**config.mk**
```make
export PLATFORM = sky130hd
export DESIGN_NAME = dmem_port_arbiter
export DESIGN_NICKNAME = d
export VERILOG_FILES = /design/src/rtl/dmem_port_arbiter.sv
export SDC_FILE = /design/constraint.sdc
export NUM_CORES = 1
export LEC_CHECK = 0
export BUFFER_PORTS_ARGS = -buffer_cell sky130_fd_sc_hd__buf_2
export CORE_AREA = 2 2 122 124
export DETAILED_ROUTE_END_ITERATION = 10
export DIE_AREA = 0 0 124 126
export PLACE_DENSITY = 0.42
export SLEW_MARGIN = 20
export SYNTH_ARGS = -nofsm -noshare
export SYNTH_HDL_FRONTEND = slang
export SYNTH_SLANG_ARGS = --single-unit
export TNS_END_PERCENT = 50
```
**constraint.sdc**
```tcl
create_clock -name clk -period 2.9 [get_ports clk]
set_clock_uncertainty 0.1 [all_clocks]
set_input_delay 0.145 -clock clk [delete_from_list [all_inputs] [get_ports clk]]
set_output_delay 0.145 -clock clk [all_outputs]
set_load 0.01 [all_outputs]
```
**src/rtl/dmem_port_arbiter.sv**
```systemverilog
// rtl/dmem_port_arbiter.sv - two-requester arbiter for one synchronous data-memory port
//
// Purpose: shares a single-cycle-latency, byte-masked memory port between
// requesters A and B. Round-robin with a bounded burst length: the current
// owner keeps the port for up to MAX_BURST consecutive grants while the other
// side is waiting, then has to hand it over.
//
// Ports:
//   clk, reset                    clock; asynchronous active-low reset
//   a_req/a_wmask/a_addr/a_wdata  requester A access (wmask 0 = read)
//   a_gnt, a_rvalid, a_rdata      A grant (combinational), read return (+1 cycle)
//   b_*                           same for requester B
//   mem_cen/mem_wmask/mem_addr/mem_wdata  memory port drive
//   mem_data                      memory read data, valid one cycle after access
//
// Configuration macro: DMEM_ARB_FIXED_PRIO_EN. When defined, A always wins a
// tie and the burst counter / last-winner registers are removed.
module dmem_port_arbiter #(
  parameter int unsigned MAX_BURST = 4,
  parameter int unsigned CNT_W     = 4
) (
  input  logic        clk,
  input  logic        reset,
  input  logic        a_req,
  input  logic [3:0]  a_wmask,
  input  logic [31:0] a_addr,
  input  logic [31:0] a_wdata,
  output logic        a_gnt,
  output logic        a_rvalid,
  output logic [31:0] a_rdata,
  input  logic        b_req,
  input  logic [3:0]  b_wmask,
  input  logic [31:0] b_addr,
  input  logic [31:0] b_wdata,
  output logic        b_gnt,
  output logic        b_rvalid,
  output logic [31:0] b_rdata,
  output logic        mem_cen,
  output logic [3:0]  mem_wmask,
  output logic [31:0] mem_addr,
  output logic [31:0] mem_wdata,
  input  logic [31:0] mem_data
);

  typedef enum logic [1:0] {IDLE, OWN_A, OWN_B} state_e;

  state_e state_q, state_d;
  logic   win_a, win_b;
  logic   a_rvalid_q, b_rvalid_q;

`ifndef DMEM_ARB_FIXED_PRIO_EN
  logic [CNT_W-1:0] burst_cnt_q, burst_cnt_d;
  logic             last_q, last_d;      // 1: B won the most recent grant
  logic             burst_full;

  // Counter saturates at MAX_BURST, so ">=" and "==" are equivalent here.
  assign burst_full = (burst_cnt_q >= CNT_W'(MAX_BURST));
`endif

  // Winner selection
  always_comb begin
    win_a = 1'b0;
    win_b = 1'b0;
`ifdef DMEM_ARB_FIXED_PRIO_EN
    if (a_req)      win_a = 1'b1;
    else if (b_req) win_b = 1'b1;
`else
    case (state_q)
      OWN_A: begin
        if (a_req && (!burst_full || !b_req)) win_a = 1'b1;
        else if (b_req)                       win_b = 1'b1;
      end
      OWN_B: begin
        if (b_req && (!burst_full || !a_req)) win_b = 1'b1;
        else if (a_req)                       win_a = 1'b1;
      end
      default: begin
        if (a_req && b_req) begin
          win_a = last_q;
          win_b = !last_q;
        end else begin
          win_a = a_req;
          win_b = b_req;
        end
      end
    endcase
`endif
  end

  // Nothing is issued while reset is held, even though inputs may be active.
  assign a_gnt   = win_a & reset;
  assign b_gnt   = win_b & reset;
  assign mem_cen = a_gnt | b_gnt;

  // Next state
  always_comb begin
    state_d = IDLE;
`ifndef DMEM_ARB_FIXED_PRIO_EN
    burst_cnt_d = '0;
    last_d      = last_q;
`endif
    if (a_gnt) begin
      state_d = OWN_A;
`ifndef DMEM_ARB_FIXED_PRIO_EN
      last_d = 1'b0;
      if (state_q != OWN_A)  burst_cnt_d = CNT_W'(1);
      else if (burst_full)   burst_cnt_d = burst_cnt_q;
      else                   burst_cnt_d = burst_cnt_q + CNT_W'(1);
`endif
    end else if (b_gnt) begin
      state_d = OWN_B;
`ifndef DMEM_ARB_FIXED_PRIO_EN
      last_d = 1'b1;
      if (state_q != OWN_B)  burst_cnt_d = CNT_W'(1);
      else if (burst_full)   burst_cnt_d = burst_cnt_q;
      else                   burst_cnt_d = burst_cnt_q + CNT_W'(1);
`endif
    end
  end

  always_ff @(posedge clk or negedge reset) begin
    if (!reset) begin
      state_q <= IDLE;
    end else begin
      state_q <= state_d;
    end
  end

`ifndef DMEM_ARB_FIXED_PRIO_EN
  always_ff @(posedge clk or negedge reset) begin
    if (!reset) begin
      burst_cnt_q <= '0;
      last_q      <= 1'b1;
    end else begin
      burst_cnt_q <= burst_cnt_d;
      last_q      <= last_d;
    end
  end
`endif

  // Memory drive
  always_comb begin
    mem_addr  = a_addr;
    mem_wdata = a_wdata;
    mem_wmask = 4'b0000;
    if (b_gnt) begin
      mem_addr  = b_addr;
      mem_wdata = b_wdata;
      mem_wmask = b_wmask;
    end else if (a_gnt) begin
      mem_wmask = a_wmask;
    end
  end

  // Read return: the memory's output register lines up with these flags.
  always_ff @(posedge clk or negedge reset) begin
    if (!reset) begin
      a_rvalid_q <= 1'b0;
      b_rvalid_q <= 1'b0;
    end else begin
      a_rvalid_q <= a_gnt && (a_wmask == 4'b0000);
      b_rvalid_q <= b_gnt && (b_wmask == 4'b0000);
    end
  end

  assign a_rvalid = a_rvalid_q;
  assign b_rvalid = b_rvalid_q;
  assign a_rdata  = a_rvalid_q ? mem_data : 32'h0;
  assign b_rdata  = b_rvalid_q ? mem_data : 32'h0;

endmodule
```
==> flow_summary_export.csv, run 1 <==
group,metric,value,unit
power_and_ir_drop,power_density,320.4,nW/µm²
cells_and_area,regArea,226.5,µm²
global_route,grt.overflow.total,0,
global_route,grt_pass1_vias,2640,
min_path,hold_path_end,"b_rvalid",
min_path,worstHoldStart,"b_wmask[3]",
worst_setup_path,r2r-end,"burst_cnt_q[0]",
global_route,grt_max_degree,54,
route,num_vias,2650,
route,post_drt_wl_per_cell,14.48,µm
logic_synthesis,synthCells,196,
sta,tns,0,ns
die,fp.dieH,126,µm
clocking,cts.clk_slew.worst_paths,0.04,ns
die,rows,44,
min_path,holdPathStages,3,
power_and_ir_drop,p_total,1.160,mW
worst_setup_path,cp-end-kind,"primary output",
sta,rsz0062_at_grt,"no",
die,pin_count,309,
clocking,clock_sinks,9,
die,die_x,124,µm
placement,dp_slack,0.3634,ns
logic_synthesis,yosysSeqAreaShare,0.1297,
logic_synthesis,ys_types,30,
run_status,status,"finished, final reports clean",
die,initial_utilization,0.1219,
logic_synthesis,syn-num-nets,371,
die,core,14310,µm²
global_route,grt_first_pass_wirelength,13740,µm
cells_and_area,multi_input_area,1445,µm²
route,routed_via_density,3.869,
power_and_ir_drop,p_leak,2.105,nW
sta,finalSetupViolCount,0,
route,ant_nets,0,
global_route,grt_usage,0.1118,
logic_synthesis,ys_warn_count,0,
worst_setup_path,cp.required,2.65,ns
route,drt-initial-drc-count,18,
sta,hold_viol_final,0,
logic_synthesis,ys_ff_latch,9,
sta,slew_viol_final,0,
global_route,antenna_found_initial,1,
cells_and_area,fillers,1568,
worst_setup_path,arrival,2.43,ns
placement,placed_area,3500,µm²
clocking,cts_tree,"done",
cells_and_area,final_cell_area,3621,µm²
logic_synthesis,syn-cell-area,1745,µm²
worst_setup_path,ff2ff_setup_slack,0.64,ns
sta,layout_setup_ws,0.2225,ns
sta,worst_pin_slew,0.7371,ns
route,drt-pass1-iter-count,4,
worst_setup_path,cp_max_fo,12,
sta,timing.final.crit_share,0.9233,
cells_and_area,fin_nets,677,
clocking,cts_buffer_depth,2,
sta,max_slew_margin,0.5086,
worst_setup_path,crit_path_start_kind,"flip-flop",
placement,io_buffers,308,
logic_synthesis,avgSynthCellArea,8.905,µm²
clocking,cts_resized,0,
worst_setup_path,r2r-start,"state_q[0]",
worst_setup_path,path_class,"reg2out",
min_path,hold_class,"in2reg",
clocking,htreeDepth,1,
cells_and_area,diodes,0,
route,drt_wl_total,9921,µm
clocking,clk_latency,0.23,ns
die,dieArea,15620,µm²
sta,fin_crit,2.678,ns
cells_and_area,area_delta_synth_final,107.5,%
clocking,cts-buffers-inserted,3,
sta,timing.fmax,373.5,MHz
placement,gp_congestion,1.004,
job,drv_cap,0,
route,drc,0,
placement,post-dp-hpwl,8608,µm
power_and_ir_drop,ir_drop,0.1480,mV
cells_and_area,drive_gt1_frac,0.7764,
worst_setup_path,reg2reg_depth,8,
clocking,root_buffer,"clkbuf_16",
[report_power, final]
part | internal (mW) | switching [mW] | total [mW] | leakage [nW]
logic | 0.390 | 0.366 | 0.756 | 1.95
clock network | 0.184 | 0.0582 | 0.242 | 0.0382
registers | 0.148 | 0.0145 | 0.162 | 0.120
[synthesized netlist by cell type]
cell,n,area [µm²]
dfstp_2,1,26.28
a2111oi_2,1,15.01
nor3b_1,1,7.510
xnor2_1,1,8.760
nor2_2,1,6.260
and2_1,64,400.4
buf_2,7,35.03
a21oi_1,2,10.01
o211a_1,2,20.02
o21a_1,1,7.510
mux2_4,1,15.01
mux2_2,64,720.7
ha_1,3,37.54
clkbuf_1,6,22.52
a22oi_2,1,12.51
nand2_1,3,11.26
a21o_4,1,15.01
a22o_1,4,35.03
or4_1,3,22.52
o311ai_2,1,16.27
and2b_2,1,8.760
nor2_1,8,30.03
o21ai_0,1,5.000
dfrtp_1,8,200.2
mux2i_1,1,10.01
inv_4,1,6.260
nand2b_1,1,6.260
inv_1,4,15.01
nand3_1,2,10.01
o31a_1,1,8.760
[per-layer routing]
metal | vias to the layer above | global-route usage | part of all wire
met4 | 2 | 0.01917 | 0.011
met2 | 196 | 0.2107 | 0.49
met5 | - | 0 | 0.0013
met3 | 10 | 0.02853 | 0.12
met1 | 1151 | 0.1261 | 0.37
li1 | 1291 | - | -
[cell families (layout without fill, tap and decap cells)]
group,count (synthesis),count (layout),share of synthesized area
simple gates,84,84,0.2882
mux,66,66,0.4272
buf+inv,18,323,0.04516
compound gates,15,15,0.08315
flops,9,9,0.1298
fa+ha+maj,3,3,0.02151
xor+xnor,1,1,0.005019
[worst max-delay path by stage]
stage                     slack, ns  startpoint  cells past startpoint              to
after floorplan                0.77  state_q[0]                      8  burst_cnt_q[0]
after global placement         0.40  state_q[0]                      8    mem_addr[28]
after detailed placement       0.36  state_q[1]                      7    mem_addr[28]
after CTS                      0.09  state_q[0]                      8    mem_addr[28]
after global routing           0.04  state_q[0]                      8    mem_addr[23]
final                          0.22  state_q[0]                      8    mem_addr[23]
[final cells by class]
type	instances	area share
Timing Repair Buffer	314	0.4471
Multi-Input combinational cell	169	0.3991
Tap cell	184	0.06358
Sequential cell	9	0.06254
Clock buffer	4	0.02177
Inverter	5	0.005874
[stage by stage]
stage / hold slack, ns / utilization / cells
6_report: 0.08252 / 0.2530 / 685
5_1_grt: 0.09308 / 0.2530 / 685
4_1_cts: 0.08974 / 0.2507 / 683
3_5_place_dp: -0.07896 / 0.2445 / 678
3_3_place_gp: -0.08261 / 0.2445 / 678
2_1_floorplan: -0.2506 / - / 196
[critical path, cell delays in order (launching register included)]
cell     delay (ns)
dfrtp_1        0.35
inv_1          0.05
ha_1           0.39
o31a_1         0.24
nand3_1        0.15
nor2_4         0.24
buf_4          0.26
mux2_2         0.36
buf_2          0.16
[what timing repair did]
item                                    4_1_cts  5_1_grt
endpoints found under the setup margin        0       53
hold buffers                                  1        0
endpoints found under the hold margin         9        0
setup buffers                                 0        1
[flip-flops by register name (all words and copies together) (netlist names)]
name	cells
b_rvalid	1
burst_cnt_q	4
a_rvalid	1
last_q	1
state_q	2
[layout by cell type (no fill, tap or decap), types with 2 or more instances in the layout]
cell and n:
nand3_1 2, inv_1 4, ha_1 3, dfrtp_1 8, and2_1 64, or4_1 3
nand2_1 3, nor2_1 8, clkbuf_16 4, buf_4 3, a21oi_1 2, mux2_2 64
buf_2 308, a22o_1 4, o211a_1 2
Power figures use the tool's default switching activity.
==> run 2, diff against run 1 <==
- PLACE_DENSITY: 0.42 -> not set
- PLACE_DENSITY_LB_ADDON: not set -> 0.12
==> run 2 against run 1 <==
  * Global-route usage about the same
  * Wire length fell by 2.5%
  * Clock power is 2% higher
  * Power is 1.1% lower
  * Critical path type unchanged
==> flow_summary_export.csv, run 2 (synthesized netlist as in run 1, its figures left out) <==
group,metric,value,unit
run_status,status,"finished, final reports clean",
route,drt-pass1-iter-count,4,
clocking,clock_sinks,9,
min_path,hold_class,"in2reg",
route,drc,0,
worst_setup_path,arrival,2.46,ns
sta,finalSetupViolCount,0,
power_and_ir_drop,p_sw,427.5,µW
cells_and_area,final_core_util,0.2526,
cells_and_area,final_cell_mix,"buf_2 (308), mux2_2 (64), and2_1 (64), nor2_1 (8), dfrtp_1 (8)",
route,num_vias,2640,
global_route,grt_pass1_vias,2502,
cells_and_area,area_delta_synth_final,107.2,%
placement,gp_congestion,0.8849,
die,dieArea,15620,µm²
die,core,14310,µm²
sta,timing.fmax,369.3,MHz
clocking,cts_resized,0,
route,drt-initial-drc-count,66,
placement,post-dp-hpwl,8635,µm
worst_setup_path,cp-end-kind,"primary output",
global_route,grt_usage,0.1116,
clocking,root_buffer,"clkbuf_16",
route,ant_nets,0,
route,post_drt_wl_per_cell,14.13,µm
sta,slew_viol_final,0,
cells_and_area,final_cell_count_no_fill,685,
die,die_x,124,µm
clocking,cts-buffers-inserted,3,
power_and_ir_drop,p_sw_frac,0.3724,
placement,io_buffers,308,
cells_and_area,diodes,0,
cells_and_area,mostFrequentLayoutCell,"buf_2",
power_and_ir_drop,clkPwrFrac,0.216,
cells_and_area,largest_register_ffs,4,
power_and_ir_drop,p_seq_frac,0.140,
job,drv_cap,0,
sta,tns,0,ns
power_and_ir_drop,power_frac_comb,0.644,
clocking,clk_latency,0.24,ns
global_route,grt.overflow.total,0,
die,pin_count,309,
cells_and_area,drive_gt1_frac,0.7764,
power_and_ir_drop,power_density,317.4,nW/µm²
power_and_ir_drop,ir_drop,0.1367,mV
placement,dp_cells,678,
cells_and_area,fin_nets,677,
worst_setup_path,cp_max_fo,44,
sta,hold_viol_final,0,
worst_setup_path,path_class,"reg2out",
clocking,cts_tree,"done",
sta,rsz0062_at_grt,"no",
sta,fin_crit,2.708,ns
sta,worst_pin_slew,0.7455,ns
global_route,grt_max_degree,45,
clocking,cts_buffer_depth,2,
clocking,cts.clk_slew.worst_paths,0.04,ns
sta,max_slew_margin,0.5030,
die,rows,44,
global_route,antenna_found_initial,0,
cells_and_area,reg_top3,"burst_cnt_q: 4 flops, state_q: 2 flops",
worst_setup_path,cp.required,2.65,ns
die,fp.dieH,126,µm
power_and_ir_drop,p_leak,2.102,nW
worst_setup_path,crit_path_start_kind,"flip-flop",
route,routed_via_density,3.854,
route,drt_wl_total,9677,µm
die,initial_utilization,0.1219,
cells_and_area,regMostFlops,"burst_cnt_q",
sta,timing.final.crit_share,0.9337,
clocking,htreeDepth,1,
global_route,grt_first_pass_wirelength,13320,µm
power_and_ir_drop,p_int,720.4,µW
-- run 2: power by group through the flow --
| stage | Combinational [mW] | Sequential (mW) | Clock (mW) |
|---|---|---|---|
| global route | 0.802 | 0.164 | 0.264 |
| CTS | 0.749 | 0.161 | 0.257 |
| floorplan | 0.409 | 0.157 | 0 |
| detailed placement | 0.743 | 0.163 | 0 |
| global placement | 0.738 | 0.163 | 0 |
| finish | 0.739 | 0.161 | 0.248 |
-- run 2: per-stage QoR --
stage	hold WS [ns]	total power [mW]	area (µm²)	worst slack [ns]
final	0.08405	1.148	3616	0.1922
after global placement	-0.07184	0.9012	3512	0.3844
after floorplan	-0.2506	0.5664	1745	0.7722
after CTS	0.09811	1.168	3601	0.08772
after global routing	0.1079	1.230	3616	0.02741
after detailed placement	-0.07292	0.9064	3512	0.3406
-- run 2: what timing repair did --
| action | CTS | global route |
|---|---|---|
| endpoints found under the setup margin | 0 | 43 |
| buffers inserted | 0 | 2 |
| hold buffers | 1 | 0 |
| endpoints found under the hold margin | 9 | 0 |
-- run 2: layout make-up --
type / instances / area (µm²)
fillers: 1565 / 10700
multi-input cells: 169 / 1445
well taps: 184 / 230.2
flip-flops and latches: 9 / 226.5
repair buffers: 314 / 1614
clock buffers: 4 / 78.83
inverters: 5 / 21.27
-- run 2: metal layers --
layer,track usage,share of wire
met1,0.09857,0.31
met2,0.2385,0.56
met3,0.03306,0.12
met4,0.02049,0.0096
met5,0,0
-- run 2: worst paths after layout --
path,to,cells past startpoint,slack [ns],start
max in group asynchronous,last_q,2,2.22,reset
worst max-delay path,mem_wdata[15],8,0.19,state_q[0]
worst min register to register,last_q,2,0.41,last_q
worst min-delay path,a_rvalid,3,0.08,a_wmask[3]
min in group asynchronous,burst_cnt_q[1],2,0.22,reset
worst max register to register,burst_cnt_q[0],8,0.63,state_q[0]
-- run 2: critical path, stage by stage (launching register included) --
cell and delay [ns]:
dfrtp_1 0.34, inv_1 0.05, ha_1 0.39, o31a_1 0.26
nand3_1 0.15, nor2_4 0.23, buf_12 0.27, mux2_2 0.38
buf_2 0.15
==> run 3, diff against run 2 <==
- CORE_AREA: 2 2 122 124 -> 2 2 119 121
- DIE_AREA: 0 0 124 126 -> 0 0 121 123
- clock period: 2.9 -> 2.4 ns (I/O delays scaled with it)
==> run 3 against run 2 <==
  * The run now ends with setup timing left
  * Clock-buffer cell count unchanged
  * Non-clock buffer count increased by 14
  * Via count increased by 3.5%
  * Wire length increased by 8.9%
  * Critical endpoint is now mem_addr[2]
==> flow_summary_export.csv, run 3 (synthesized netlist as in run 1, its figures left out) <==
group,metric,value,unit
run_status,status,"finished with violations",
run_status,violations,"setup timing",
cells_and_area,largest_register_ffs,4,
placement,io_buffers,308,
route,drc,0,
sta,timing.fmax,410.5,MHz
route,post_drt_wl_per_cell,15.14,µm
sta,slew_viol_final,0,
clocking,cts.clk_slew.worst_paths,0.04,ns
die,dieArea,14880,µm²
cells_and_area,fin_nets,691,
clocking,cts_tree,"done",
global_route,grt_usage,0.1216,
route,routed_via_density,3.927,
worst_setup_path,r2r-end,"burst_cnt_q[0]",
placement,post-dp-hpwl,8632,µm
min_path,hold_path_end,"a_rvalid",
placement,dp_slack,0.1649,ns
die,pin_count,309,
global_route,grt.overflow.total,0,
clocking,cts_buffer_depth,2,
die,die_x,121,µm
min_path,worstHoldStart,"a_wmask[3]",
power_and_ir_drop,power_density,411.0,nW/µm²
cells_and_area,fillers,1491,
worst_setup_path,cp-end-kind,"primary output",
sta,finalSetupViolCount,44,
placement,gp_congestion,0.7305,
worst_setup_path,cp.required,2.18,ns
min_path,hold_class,"in2reg",
power_and_ir_drop,p_leak,2.285,nW
global_route,grt_first_pass_wirelength,13960,µm
sta,hold_viol_final,0,
clocking,root_buffer,"clkbuf_16",
cells_and_area,final_cell_count_no_fill,696,
clocking,htreeDepth,1,
cells_and_area,mostFrequentLayoutCell,"buf_2",
route,drt-initial-drc-count,45,
global_route,antenna_found_initial,2,
sta,fin_crit,2.436,ns
clocking,clk_latency,0.24,ns
worst_setup_path,arrival,2.22,ns
cells_and_area,final_core_util,0.3002,
worst_setup_path,cp_max_fo,20,
clocking,clock_sinks,9,
sta,max_slew_margin,0.4700,
cells_and_area,area_delta_synth_final,134.1,%
die,initial_utilization,0.1282,
power_and_ir_drop,ir_drop,0.1301,mV
worst_setup_path,r2r-start,"state_q[0]",
cells_and_area,regMostFlops,"burst_cnt_q",
job,drv_cap,0,
global_route,grt_pass1_vias,2522,
min_path,holdPathStages,3,
route,drt-pass1-iter-count,4,
cells_and_area,drive_gt1_frac,0.7942,
die,core,13610,µm²
placement,dp_cells,675,
worst_setup_path,reg2reg_depth,10,
route,ant_nets,0,
die,fp.dieH,123,µm
worst_setup_path,startpoint,"state_q[0]",
cells_and_area,final_cell_mix,"buf_2 (275), and2_1 (64), mux2_2 (62), buf_6 (35), buf_4 (10)",
worst_setup_path,path_class,"reg2out",
sta,worst_pin_slew,0.7950,ns
route,drt_wl_total,10540,µm
route,num_vias,2733,
worst_setup_path,crit_path_start_kind,"flip-flop",
sta,rsz0062_at_grt,"yes",
global_route,grt_max_degree,34,
sta,tns,-0.7197,ns
die,rows,43,
sta,timing.final.crit_share,1.015,
clocking,cts-buffers-inserted,3,
sta,layout_setup_ws,-0.03619,ns
cells_and_area,reg_top3,"burst_cnt_q: 4 flops, state_q: 2 flops",
worst_setup_path,ff2ff_setup_slack,0.05,ns
run 3: layout make-up:
cell class,count,area (µm²),area share
sequential,9,226.5,0.05542
inverter,5,23.77,0.005818
tap,180,225.2,0.05511
multi-input combinational,169,1516,0.3711
clock buffer,4,78.83,0.01929
timing repair buffer,328,2013,0.4927
antenna,1,2.502,0.0006124
run 3: worst max-delay path by stage:
stage	end	cells after the start	slack, ns
after floorplan	burst_cnt_q[0]	8	0.27
after global placement	burst_cnt_q[0]	8	0.18
after CTS	mem_wmask[3]	8	-0.05
after global routing	mem_wdata[22]	9	-0.10
after detailed placement	burst_cnt_q[0]	8	0.16
final	mem_addr[2]	9	-0.04
run 3: routing by layer:
metal	share of wire	vias up	GRT usage
met3	0.096	6	0.03044
met5	0.0015	-	0
met4	0.0067	2	0.02398
met2	0.56	165	0.2416
met1	0.34	1236	0.1287
li1	-	1324	-
run 3: critical path, cell delays in order (launching register included):
cell       delay, ns
dfrtp_1         0.37
buf_4           0.14
ha_4            0.17
o21a_1          0.13
a2111oi_4       0.32
nor2_4          0.11
buf_12          0.15
buf_12          0.15
mux2_2          0.30
buf_6           0.13
run 3: timing repair:
item	4_1_cts	5_1_grt
gates resized for setup	25	28
endpoints found under the setup margin	68	69
setup buffers	4	7
pin swaps	3	3
hold buffers	1	0
cloned	2	3
hold endpoints to repair	9	0
run 3: where the power goes:
| group | internal, mW | switching, mW |
|---|---|---|
| sequential | 0.178 | 0.0180 |
| clock | 0.223 | 0.0823 |
| combinational | 0.678 | 0.501 |
| total | 1.08 | 0.601 |
run 3: per-stage QoR:
step	hold slack [ns]	power (mW)	area, µm²
finish	0.04128	1.680	4086
global route	0.07130	1.787	4084
CTS	0.04809	1.551	3842
floorplan	-0.2756	0.6844	1745
detailed placement	-0.1005	1.096	3515
global placement	-0.09797	1.094	3515
